### config.mk
export PLATFORM = sky130hd
export DESIGN_NAME = tc_scan_ctrl
export DESIGN_NICKNAME = d
export VERILOG_FILES = /design/src/rtl/tc_scan_ctrl_pkg.sv /design/src/rtl/tc_scan_ctrl_in_sync.sv /design/src/rtl/tc_scan_ctrl.sv
export SDC_FILE = /design/constraint.sdc
export NUM_CORES = 1
export LEC_CHECK = 0
export CAP_MARGIN = 20
export CORE_MARGIN = 2
export CORE_UTILIZATION = 45
export CTS_CLUSTER_SIZE = 16
export DETAILED_ROUTE_END_ITERATION = 10
export GPL_ROUTABILITY_DRIVEN = 0
export PLACE_DENSITY = 0.66
export SKIP_CTS_REPAIR_TIMING = 1
export SYNTH_ARGS = -nofsm -noshare
export SYNTH_HDL_FRONTEND = slang
export SYNTH_SLANG_ARGS = --single-unit
export TNS_END_PERCENT = 5
### constraint.sdc
create_clock -name clk_100 -period 6.3 [get_ports clk_100]
set_input_delay 1.89 -clock clk_100 [delete_from_list [all_inputs] [get_ports clk_100]]
set_output_delay 1.89 -clock clk_100 [all_outputs]
set_load 0.02 [all_outputs]
### src/rtl/tc_scan_ctrl_pkg.sv
// tc_scan_pkg: shared types and constants for the theremin time-constant scan
// controller.
//   state_e    - scan FSM state encoding
//   ST_OK      - result captured on a comparator rising edge
//   ST_TIMEOUT - counter reached all-ones without an edge
//   ST_STUCK   - comparator already high at the end of discharge
package tc_scan_pkg;

  typedef enum logic [1:0] {
    S_IDLE      = 2'd0,
    S_DISCHARGE = 2'd1,
    S_MEASURE   = 2'd2,
    S_RESULT    = 2'd3
  } state_e;

  localparam logic [1:0] ST_OK      = 2'b00;
  localparam logic [1:0] ST_TIMEOUT = 2'b01;
  localparam logic [1:0] ST_STUCK   = 2'b10;

endpackage

### src/rtl/tc_scan_ctrl_in_sync.sv
// tc_in_sync: three-flop synchronizer with rising-edge detect for one
// asynchronous comparator input. The chain runs in every controller state.
//   clk_100  in   system clock
//   reset    in   synchronous active-high reset (clears the chain)
//   async_in in   raw comparator input
//   level    out  synchronized level (second flop)
//   rise     out  one-cycle pulse on a synchronized rising edge
module tc_in_sync (
  input  logic clk_100,
  input  logic reset,
  input  logic async_in,
  output logic level,
  output logic rise
);

  logic s1_q;
  logic s2_q;
  logic s3_q;

  // Synchronizer chain; s3 only serves the edge detector.
  always_ff @(posedge clk_100) begin
    if (reset) begin
      s1_q <= 1'b0;
      s2_q <= 1'b0;
      s3_q <= 1'b0;
    end else begin
      s1_q <= async_in;
      s2_q <= s1_q;
      s3_q <= s2_q;
    end
  end

  assign level = s2_q;
  assign rise  = s2_q & ~s3_q;

endmodule

### src/rtl/tc_scan_ctrl.sv
// tc_scan_ctrl: round-robin charge/discharge excitation of up to N_CH antennas
// with one shared capture counter measuring charge start to comparator edge.
//   clk_100    in   system clock
//   reset      in   synchronous active-high reset
//   enable     in   run scanning (sampled when a channel is selected)
//   ch_mask    in   per-antenna scan enable (sampled when a channel is selected)
//   ant_out    out  excitation drive, 1 = charge
//   ant_in     in   asynchronous comparator inputs
//   out_data   out  measured count
//   out_ch     out  antenna index of the result
//   out_status out  ST_OK / ST_TIMEOUT / ST_STUCK
//   out_valid  out  one-cycle result strobe
//   busy       out  FSM not idle
module tc_scan_ctrl
  import tc_scan_pkg::*;
#(
  parameter int  D_BITS    = 12,
  parameter int  N_CH      = 2,
  parameter int  DISCH_CYC = 300,
  localparam int CH_W      = (N_CH > 1) ? $clog2(N_CH) : 1
) (
  input  logic              clk_100,
  input  logic              reset,
  input  logic              enable,
  input  logic [N_CH-1:0]   ch_mask,
  output logic [N_CH-1:0]   ant_out,
  input  logic [N_CH-1:0]   ant_in,
  output logic [D_BITS-1:0] out_data,
  output logic [CH_W-1:0]   out_ch,
  output logic [1:0]        out_status,
  output logic              out_valid,
  output logic              busy
);

  localparam int                DC_W     = $clog2(DISCH_CYC);
  localparam logic [DC_W-1:0]   DC_LAST  = DC_W'(DISCH_CYC - 1);
  localparam logic [D_BITS-1:0] CNT_MAX  = {D_BITS{1'b1}};
  localparam logic [N_CH-1:0]   ANT_ONE  = {{(N_CH-1){1'b0}}, 1'b1};

  state_e              state_q, state_d;
  logic [CH_W-1:0]     ch_q, ch_d;
  logic [DC_W-1:0]     dcnt_q, dcnt_d;
  logic [D_BITS-1:0]   cnt_q, cnt_d;
  logic [N_CH-1:0]     ant_q, ant_d;
  logic [D_BITS-1:0]   data_q, data_d;
  logic [CH_W-1:0]     och_q, och_d;
  logic [1:0]          stat_q, stat_d;
  logic                valid_q, valid_d;
  logic                busy_q, busy_d;
  logic [N_CH-1:0]     sync_level;
  logic [N_CH-1:0]     sync_rise;

  for (genvar g = 0; g < N_CH; g++) begin : g_sync
    tc_in_sync u_sync (
      .clk_100  (clk_100),
      .reset    (reset),
      .async_in (ant_in[g]),
      .level    (sync_level[g]),
      .rise     (sync_rise[g])
    );
  end

  // Lowest set mask bit strictly above cur, else wrap to the lowest set bit
  // (which may be cur itself for a single-bit mask).
  function automatic logic [CH_W-1:0] next_ch(input logic [N_CH-1:0] mask,
                                              input logic [CH_W-1:0] cur);
    logic [CH_W-1:0] sel;
    logic            found;
    sel   = cur;
    found = 1'b0;
    for (int k = 0; k < N_CH; k++) begin
      if (!found && mask[k] && (k > int'(cur))) begin
        sel   = CH_W'(k);
        found = 1'b1;
      end else begin
        found = found;
      end
    end
    for (int k = 0; k < N_CH; k++) begin
      if (!found && mask[k]) begin
        sel   = CH_W'(k);
        found = 1'b1;
      end else begin
        found = found;
      end
    end
    return sel;
  endfunction

  // Scan FSM next state, channel selection, counters and result capture.
  always_comb begin
    state_d = state_q;
    ch_d    = ch_q;
    dcnt_d  = dcnt_q;
    cnt_d   = cnt_q;
    data_d  = data_q;
    stat_d  = stat_q;
    case (state_q)
      S_IDLE, S_RESULT: begin
        if (enable && (ch_mask != '0)) begin
          ch_d    = next_ch(ch_mask, ch_q);
          dcnt_d  = '0;
          state_d = S_DISCHARGE;
        end else begin
          state_d = S_IDLE;
        end
      end
      S_DISCHARGE: begin
        // Edges are ignored here; only the level at the last cycle matters.
        if (dcnt_q == DC_LAST) begin
          if (sync_level[ch_q]) begin
            data_d  = '0;
            stat_d  = ST_STUCK;
            state_d = S_RESULT;
          end else begin
            cnt_d   = '0;
            state_d = S_MEASURE;
          end
        end else begin
          dcnt_d = dcnt_q + DC_W'(1);
        end
      end
      S_MEASURE: begin
        // Edge takes priority over timeout when both land in one cycle.
        if (sync_rise[ch_q]) begin
          data_d  = cnt_q;
          stat_d  = ST_OK;
          state_d = S_RESULT;
        end else if (cnt_q == CNT_MAX) begin
          data_d  = CNT_MAX;
          stat_d  = ST_TIMEOUT;
          state_d = S_RESULT;
        end else begin
          cnt_d = cnt_q + D_BITS'(1);
        end
      end
      default: begin
        state_d = S_IDLE;
      end
    endcase
  end

  // Output decode from the next state so every output leaves a flop.
  always_comb begin
    ant_d   = '0;
    valid_d = 1'b0;
    och_d   = och_q;
    busy_d  = (state_d != S_IDLE);
    if (state_d == S_MEASURE) begin
      ant_d = ANT_ONE << ch_d;
    end else begin
      ant_d = '0;
    end
    if (state_d == S_RESULT) begin
      valid_d = 1'b1;
      och_d   = ch_d;
    end else begin
      valid_d = 1'b0;
    end
  end

  // State and output registers.
  always_ff @(posedge clk_100) begin
    if (reset) begin
      state_q <= S_IDLE;
      ch_q    <= CH_W'(N_CH - 1);
      dcnt_q  <= '0;
      cnt_q   <= '0;
      ant_q   <= '0;
      data_q  <= '0;
      och_q   <= '0;
      stat_q  <= ST_OK;
      valid_q <= 1'b0;
      busy_q  <= 1'b0;
    end else begin
      state_q <= state_d;
      ch_q    <= ch_d;
      dcnt_q  <= dcnt_d;
      cnt_q   <= cnt_d;
      ant_q   <= ant_d;
      data_q  <= data_d;
      och_q   <= och_d;
      stat_q  <= stat_d;
      valid_q <= valid_d;
      busy_q  <= busy_d;
    end
  end

  assign ant_out    = ant_q;
  assign out_data   = data_q;
  assign out_ch     = och_q;
  assign out_status = stat_q;
  assign out_valid  = valid_q;
  assign busy       = busy_q;

endmodule

==> results of run 1 <==
## cells in the final DEF, fill, tap and decap left out, drive strengths merged, types with 5 or more instances in the layout
master and n:
a21oi 17, a31o 10, clkbuf 5, clkdlybuf4s50 25
dfxtp 49, inv 13, nand2 13, nand3 11
nand4 8, nor2 16, nor2b 6, nor3 11
o21ai 21, o31ai 5, or3 8, or4 5
## per-stage QoR
step | hold slack (ns) | worst slack [ns] | util (%)
after floorplan | 0.414 | 3.18 | -
after global placement | 0.416 | 2.55 | 53.7
after detailed placement | 0.429 | 2.39 | 53.7
after CTS | 0.450 | 2.70 | 55.2
after global routing | 0.462 | 2.50 | 55.2
final | 0.445 | 2.72 | 55.2
## logic make-up after synthesis
| family | share of synthesized area [%] |
|---|---|
| xor+xnor | 2.31 |
| fa+ha+maj | 2.20 |
| compound gates | 21.4 |
| simple gates | 23.6 |
| buf+inv | 4.63 |
| mux | 2.75 |
| flops | 43.2 |
## power groups by stage
stage          registers (mW)  clock network (mW)  logic [mW]
2_1_floorplan           0.323                   0      0.0265
3_3_place_gp            0.323                   0      0.0377
3_5_place_dp            0.323                   0      0.0379
4_1_cts                 0.316               0.176      0.0381
5_1_grt                 0.316               0.189      0.0419
6_report                0.316               0.172      0.0379
## area by class of cell
class,count,share of cell area (%)
Multi-Input combinational cell,179,45.1
Tap cell,67,3.17
Clock buffer,5,2.60
Clock inverter,1,0.189
Sequential cell,49,37.1
Inverter,13,1.85
Timing Repair Buffer,27,10.0
## per-layer routing
layer / track usage, % / vias up
li1: - / 981
met5: 0 / -
met3: 3.75 / 8
met1: 27.2 / 867
met4: 7.14 / 0
met2: 26.3 / 43
## sequential cells by signal (all words and copies together) (netlist names), 2 cells and up
name                 flops
ant_out                  2
cnt_q                   12
dcnt_q                   9
g_sync.u_sync.level      2
g_sync.u_sync.s1_q       2
g_sync.u_sync.s3_q       2
out_data                12
out_status               2
state_q                  2
## critical path, cell delays in order
cell,delay (ns)
sky130_fd_sc_hd__clkdlybuf4s50_1,0.50
sky130_fd_sc_hd__o21ai_0,0.23
sky130_fd_sc_hd__a2111oi_0,0.75
sky130_fd_sc_hd__nand3_1,0.18
sky130_fd_sc_hd__xor2_1,0.17
sky130_fd_sc_hd__nor2_1,0.05
## worst max-delay path by stage
stage	cells past startpoint	endpoint	from	slack [ns]
after floorplan	5	dcnt_q[7]	ch_mask[0]	3.18
after global placement	6	dcnt_q[7]	enable	2.55
after detailed placement	6	dcnt_q[8]	enable	2.39
after CTS	6	dcnt_q[8]	enable	2.70
after global routing	6	dcnt_q[8]	enable	2.50
final	6	dcnt_q[8]	enable	2.72
==> metrics.txt, run 1 <==
arrival time worst endpoint=3.77 ns; total length of routed wires=4.69 mm; Seq cells post-synth=49; crit end category=flop; startpoint of the tightest hold check path=g_sync[0].u_sync.s1_q; maximum level of the CTS H-tree=2; die extent in y=about 75 um; number of maximum-capacitance constraint violations=0; DRC errors left=0; primary flip-flop cell chosen by synthesis mapping=sky130_fd_sc_hd__dfxtp_1; count leader, synth=sky130_fd_sc_hd__dfxtp_1; Clock Path Buffers=2; summed instance area of the synthesized netlist=2270 um2; count of placed standard cells including taps=about 340; final setup skew=0.00483 ns; Routed met2 length=1.95 mm; Async S/R FF share, synth=0%; combined area of the multi-input logic cells=approximately 1200 um2; storage element area=981 um2; final setup vio count=0; Detailed Routing Iterations Pass 1=4; standby leakage power=0.911 nW; total count of hold-check failures in the final report=0; clock tree from TritonCTS=built; worst hold path class=reg -> reg; cell-internal power=about 0.4 mW; number of buffers inserted during clock tree synthesis=5; layout overhead on the synthesized area=16.4%; Crit Path Max Fanout=5; number of nets in the synthesized netlist=~270; final global-route overflow total=0; pin slew with the least headroom to its limit=0.748 ns; time the worst path needs with I/O delays and setup=3.58 ns; per-cell routed wire length=13.8 um; antenna violations before repair=0; fraction of power spent switching nets=23.9%; share of total power in sequential cells=60.1%; root buffer cell=sky130_fd_sc_hd__clkbuf_8; sequential cell area fraction in the yosys report=43.2%; ratio of cells with drive above 1 in the final layout=around a tenth; portion of total power attributed to combinational logic=7.2%; insertion delay to the later sink of the worst-skew pair=0.30 ns; detailed-routed wire length on met3=219 um; met1 wire length=about 2.5 mm; initial standard-cell utilization of the core=47.5%; Antenna Violating Nets Remaining=0; flop2flop setup slack=3.51 ns; kind of start point of the critical path=input port; largest net degree at the start of global routing=32; area share of the largest cell type after synthesis=43.2%; list of most frequent post-synthesis cells=sky130_fd_sc_hd__dfxtp_1, sky130_fd_sc_hd__o21ai_0, sky130_fd_sc_hd__a21oi_1; part of the power in the clock network=32.7%; result of the run=finished, final reports clean; via count of the first global-routing pass=1693; Post-DP HPWL=3.30 mm; Data required, critical path=6.48 ns; final non-filler cell total=341; Setup Crit Path Kind=in -> reg; total power consumption of the routed design=roughly 0.53 mW; Min-Delay Path Depth=1; terminating pin of the worst hold path=g_sync[0].u_sync.level; first-pass GRT wire length=7.92 mm; P_sw=~0.13 mW; Filler Cells Inserted=450; count of flip-flops with a built-in enable after synthesis=0; Final Slew Violations=0; YS warnings=0; mean cell area of the mapped netlist=8.91 um2; top metal layer carrying routed signals=met4; capturing point of the worst reg2reg path=cnt_q[11]; worst reg2reg startpoint=state_q[0]; Pwr per Cell Area=199 nW/um2; cell taking the most area after synthesis=sky130_fd_sc_hd__dfxtp_1; unrepaired setup endpoints after global routing=false; aggregate negative setup slack=0 ns; final standard cell area without fillers=2640 um2; top cells by area, synth=sky130_fd_sc_hd__dfxtp_1, sky130_fd_sc_hd__o21ai_0, sky130_fd_sc_hd__a31o_2; count of standard-cell rows=25; post-CTS clock slew at the launch and capture registers of the worst setup and hold paths=around 0.080 ns; total routing usage reported by global routing=18.5%; DIE WIDTH=about 75 um; post-route fraction of the period consumed by the critical path=between 50% and 60%; Clock Sinks=49; cells after synthesis=255; placeable core region=4790 um2; net total in the final layout=286; Vias=1899; ant diodes=0; Boundary Pins=26; 1st-iter DRT viols=approximately 150; count of buffers inserted at the top-level ports=25; library cells used by synthesis=between 40 and 50; die area=~5600 um2; Max-slew headroom=49.7%; vias per cell=5.57; worst supply voltage drop on vdd=roughly 0.00013 V; dpl cell area=2570 um2; Worst R2R Path Depth=6; fmax=279 MHz
Power figures use the tool's default switching activity.
==> run 2, diff against run 1 <==
Settings changed: PLACE_DENSITY 0.66 to 0.69.
Clock period 6.3 ns to 3.1 ns, I/O delays scaled along.
==> metrics.txt, run 2 (synthesis gave the netlist of run 1 again) <==
total routing usage reported by global routing=17.9% (was 18.5%); capturing point of the worst reg2reg path=out_data[3] (was cnt_q[11]); crit end category=flop (unchanged); Clock Sinks=49 (unchanged); Crit Path Max Fanout=5 (unchanged); root buffer cell=sky130_fd_sc_hd__clkbuf_8 (unchanged); DRC errors left=0 (unchanged); time the worst path needs with I/O delays and setup=2.66 ns; placeable core region=4790 um2 (unchanged); final non-filler cell total=349 (was 341); insertion delay to the later sink of the worst-skew pair=0.30 ns (about the same); post-route fraction of the period consumed by the critical path=85.7%; list of cells traversed by the critical path=clkdlybuf4s50_1, o21ai_0, a2111oi_0, nand3_1, xor2_1, nor2_1 (unchanged); total count of hold-check failures in the final report=0 (unchanged); buffering stage count on the worst path with inverters included=1 (unchanged); GRT met2 Usage=25.4% (was 26.3%); CP delay by family, top=compound AO/OA/AOI/OAI gates (unchanged); pin slew with the least headroom to its limit=0.801 ns (was 0.748 ns); Detailed Routing Iterations Pass 1=4 (unchanged); 1st-iter DRT viols=169 (was 151); flop2flop setup slack=0.52 ns (was 3.51 ns); number of maximum-capacitance constraint violations=0 (unchanged); top library cells by usage in the layout, fill and taps aside=sky130_fd_sc_hd__dfxtp_1, sky130_fd_sc_hd__clkdlybuf4s50_1, sky130_fd_sc_hd__o21ai_0 (unchanged); count of buffers inserted at the top-level ports=25 (unchanged); standby leakage power=0.969 nW (was 0.911 nW); ant diodes=0 (unchanged); clock tree from TritonCTS=built (unchanged); Pwr per Cell Area=456 nW/um2 (was 199 nW/um2); global route hottest layer=met1 (unchanged); Final Slew Violations=0 (unchanged); largest net degree at the start of global routing=22 (was 32); unrepaired setup endpoints after global routing=false (unchanged); final setup vio count=0 (unchanged); kind of start point of the critical path=input port (unchanged); combined area of the multi-input logic cells=1190 um2 (unchanged); final global-route overflow total=0 (unchanged); DIE WIDTH=75.1 um (unchanged); storage element area=981 um2 (unchanged); fmax=376 MHz; die area=5630 um2 (unchanged); Clock Path Buffers=2 (unchanged); Data required, critical path=3.28 ns (was 6.48 ns); Boundary Pins=26 (unchanged); Antenna Violating Nets Remaining=0 (unchanged); first-pass GRT wire length=7.73 mm (was 7.92 mm); count of standard-cell rows=25 (unchanged); Vias=1929 (was 1899); Max-slew headroom=45.2% (was 49.7%); worst reg2reg startpoint=dcnt_q[0] (was state_q[0]); Max stage delay on crit path=0.81 ns (was 0.75 ns); aggregate negative setup slack=0 ns (unchanged); master of the slowest instance on the critical path=sky130_fd_sc_hd__a2111oi_0 (unchanged); met3 track demand over resource=3.35% (was 3.75%); leading cell type in the layout, fill and taps excluded=sky130_fd_sc_hd__dfxtp_1 (unchanged); initial standard-cell utilization of the core=47.5% (unchanged); startpoint of the tightest hold check path=g_sync[0].u_sync.s1_q (unchanged); layout overhead on the synthesized area=21.0% (was 16.4%); Filler Cells Inserted=446 (was 450); via count of the first global-routing pass=1662 (was 1693); Worst R2R Path Depth=7 (was 6); count of placed standard cells including taps=341 (was 335); final setup skew=0.00522 ns (was 0.00483 ns); vias per cell=5.53 (was 5.57); maximum level of the CTS H-tree=2 (unchanged); net total in the final layout=292 (was 286); Setup Crit Path Kind=in -> reg (unchanged); arrival time worst endpoint=2.84 ns (was 3.77 ns); antenna violations before repair=0 (unchanged); post-CTS clock slew at the launch and capture registers of the worst setup and hold paths=0.09 ns (was 0.08 ns); total length of routed wires=4.65 mm (was 4.69 mm); Post-DP HPWL=3.34 mm (was 3.30 mm); per-cell routed wire length=13.3 um (was 13.8 um); terminating pin of the worst hold path=g_sync[0].u_sync.level (unchanged); global routing usage on met1=26.3% (was 27.2%); result of the run=finished, final reports clean (unchanged); Min-Delay Path Depth=1 (unchanged); ratio of cells with drive above 1 in the final layout=12.4% (was 9.85%); worst hold path class=reg -> reg (unchanged); number of buffers inserted during clock tree synthesis=5 (unchanged); die extent in y=75.1 um (unchanged); worst supply voltage drop on vdd=0.000192 V (was 0.000131 V)
run 2: metal layers:
metal  wire length, um  share of wire [%]  vias up
met4                81                1.7        0
met1              2420                 52      882
met2              1940                 42       50
met3               214                4.6        8
met5                 0                  0        -
li1                  -                  -      989
run 2: how the worst max path moves through the flow:
stage	start	end	slack, ns	cells past startpoint
6_report	enable	dcnt_q[7]	0.44	6
5_1_grt	dcnt_q[0]	out_data[4]	0.29	7
4_1_cts	enable	dcnt_q[7]	0.48	6
3_5_place_dp	enable	dcnt_q[7]	0.17	6
3_3_place_gp	enable	dcnt_q[7]	0.33	6
2_1_floorplan	dcnt_q[0]	cnt_q[11]	0.91	6
run 2: worst reg2reg max path: cells and delay by family (launching register included):
family | cells | cell delay, ns
flip-flops | 1 | 0.40
AO/OA/AOI/OAI | 3 | 1.13
AND/OR/NAND/NOR | 2 | 0.42
adder cells (fa/ha/maj) | 1 | 0.32
buffers and inverters | 1 | 0.27
run 2: area by class of cell:
cell class              count  share of cell area, %
multi-input cells         179                   43.3
flip-flops and latches     49                   35.7
repair buffers             33                   11.3
well taps                  67                   3.05
clock buffers               5                   2.50
clock inverters             3                   2.37
inverters                  13                   1.78
run 2: metrics by stage:
stage	instance area, um2	util [%]	setup slack [ns]	hold WS, ns	power (mW)
floorplan	2270	-	0.908	0.414	0.710
global placement	2620	54.6	0.329	0.418	0.735
detailed placement	2620	54.6	0.170	0.431	0.735
CTS	2750	57.4	0.484	0.452	1.26
global route	2750	57.4	0.287	0.466	1.30
finish	2750	57.4	0.443	0.448	1.25
run 2: power breakdown:
| group | switching (mW) | internal [mW] |
|---|---|---|
| registers | 0.00515 | 0.636 |
| clock network | 0.212 | 0.320 |
| logic | 0.0499 | 0.0301 |
| total | 0.267 | 0.987 |
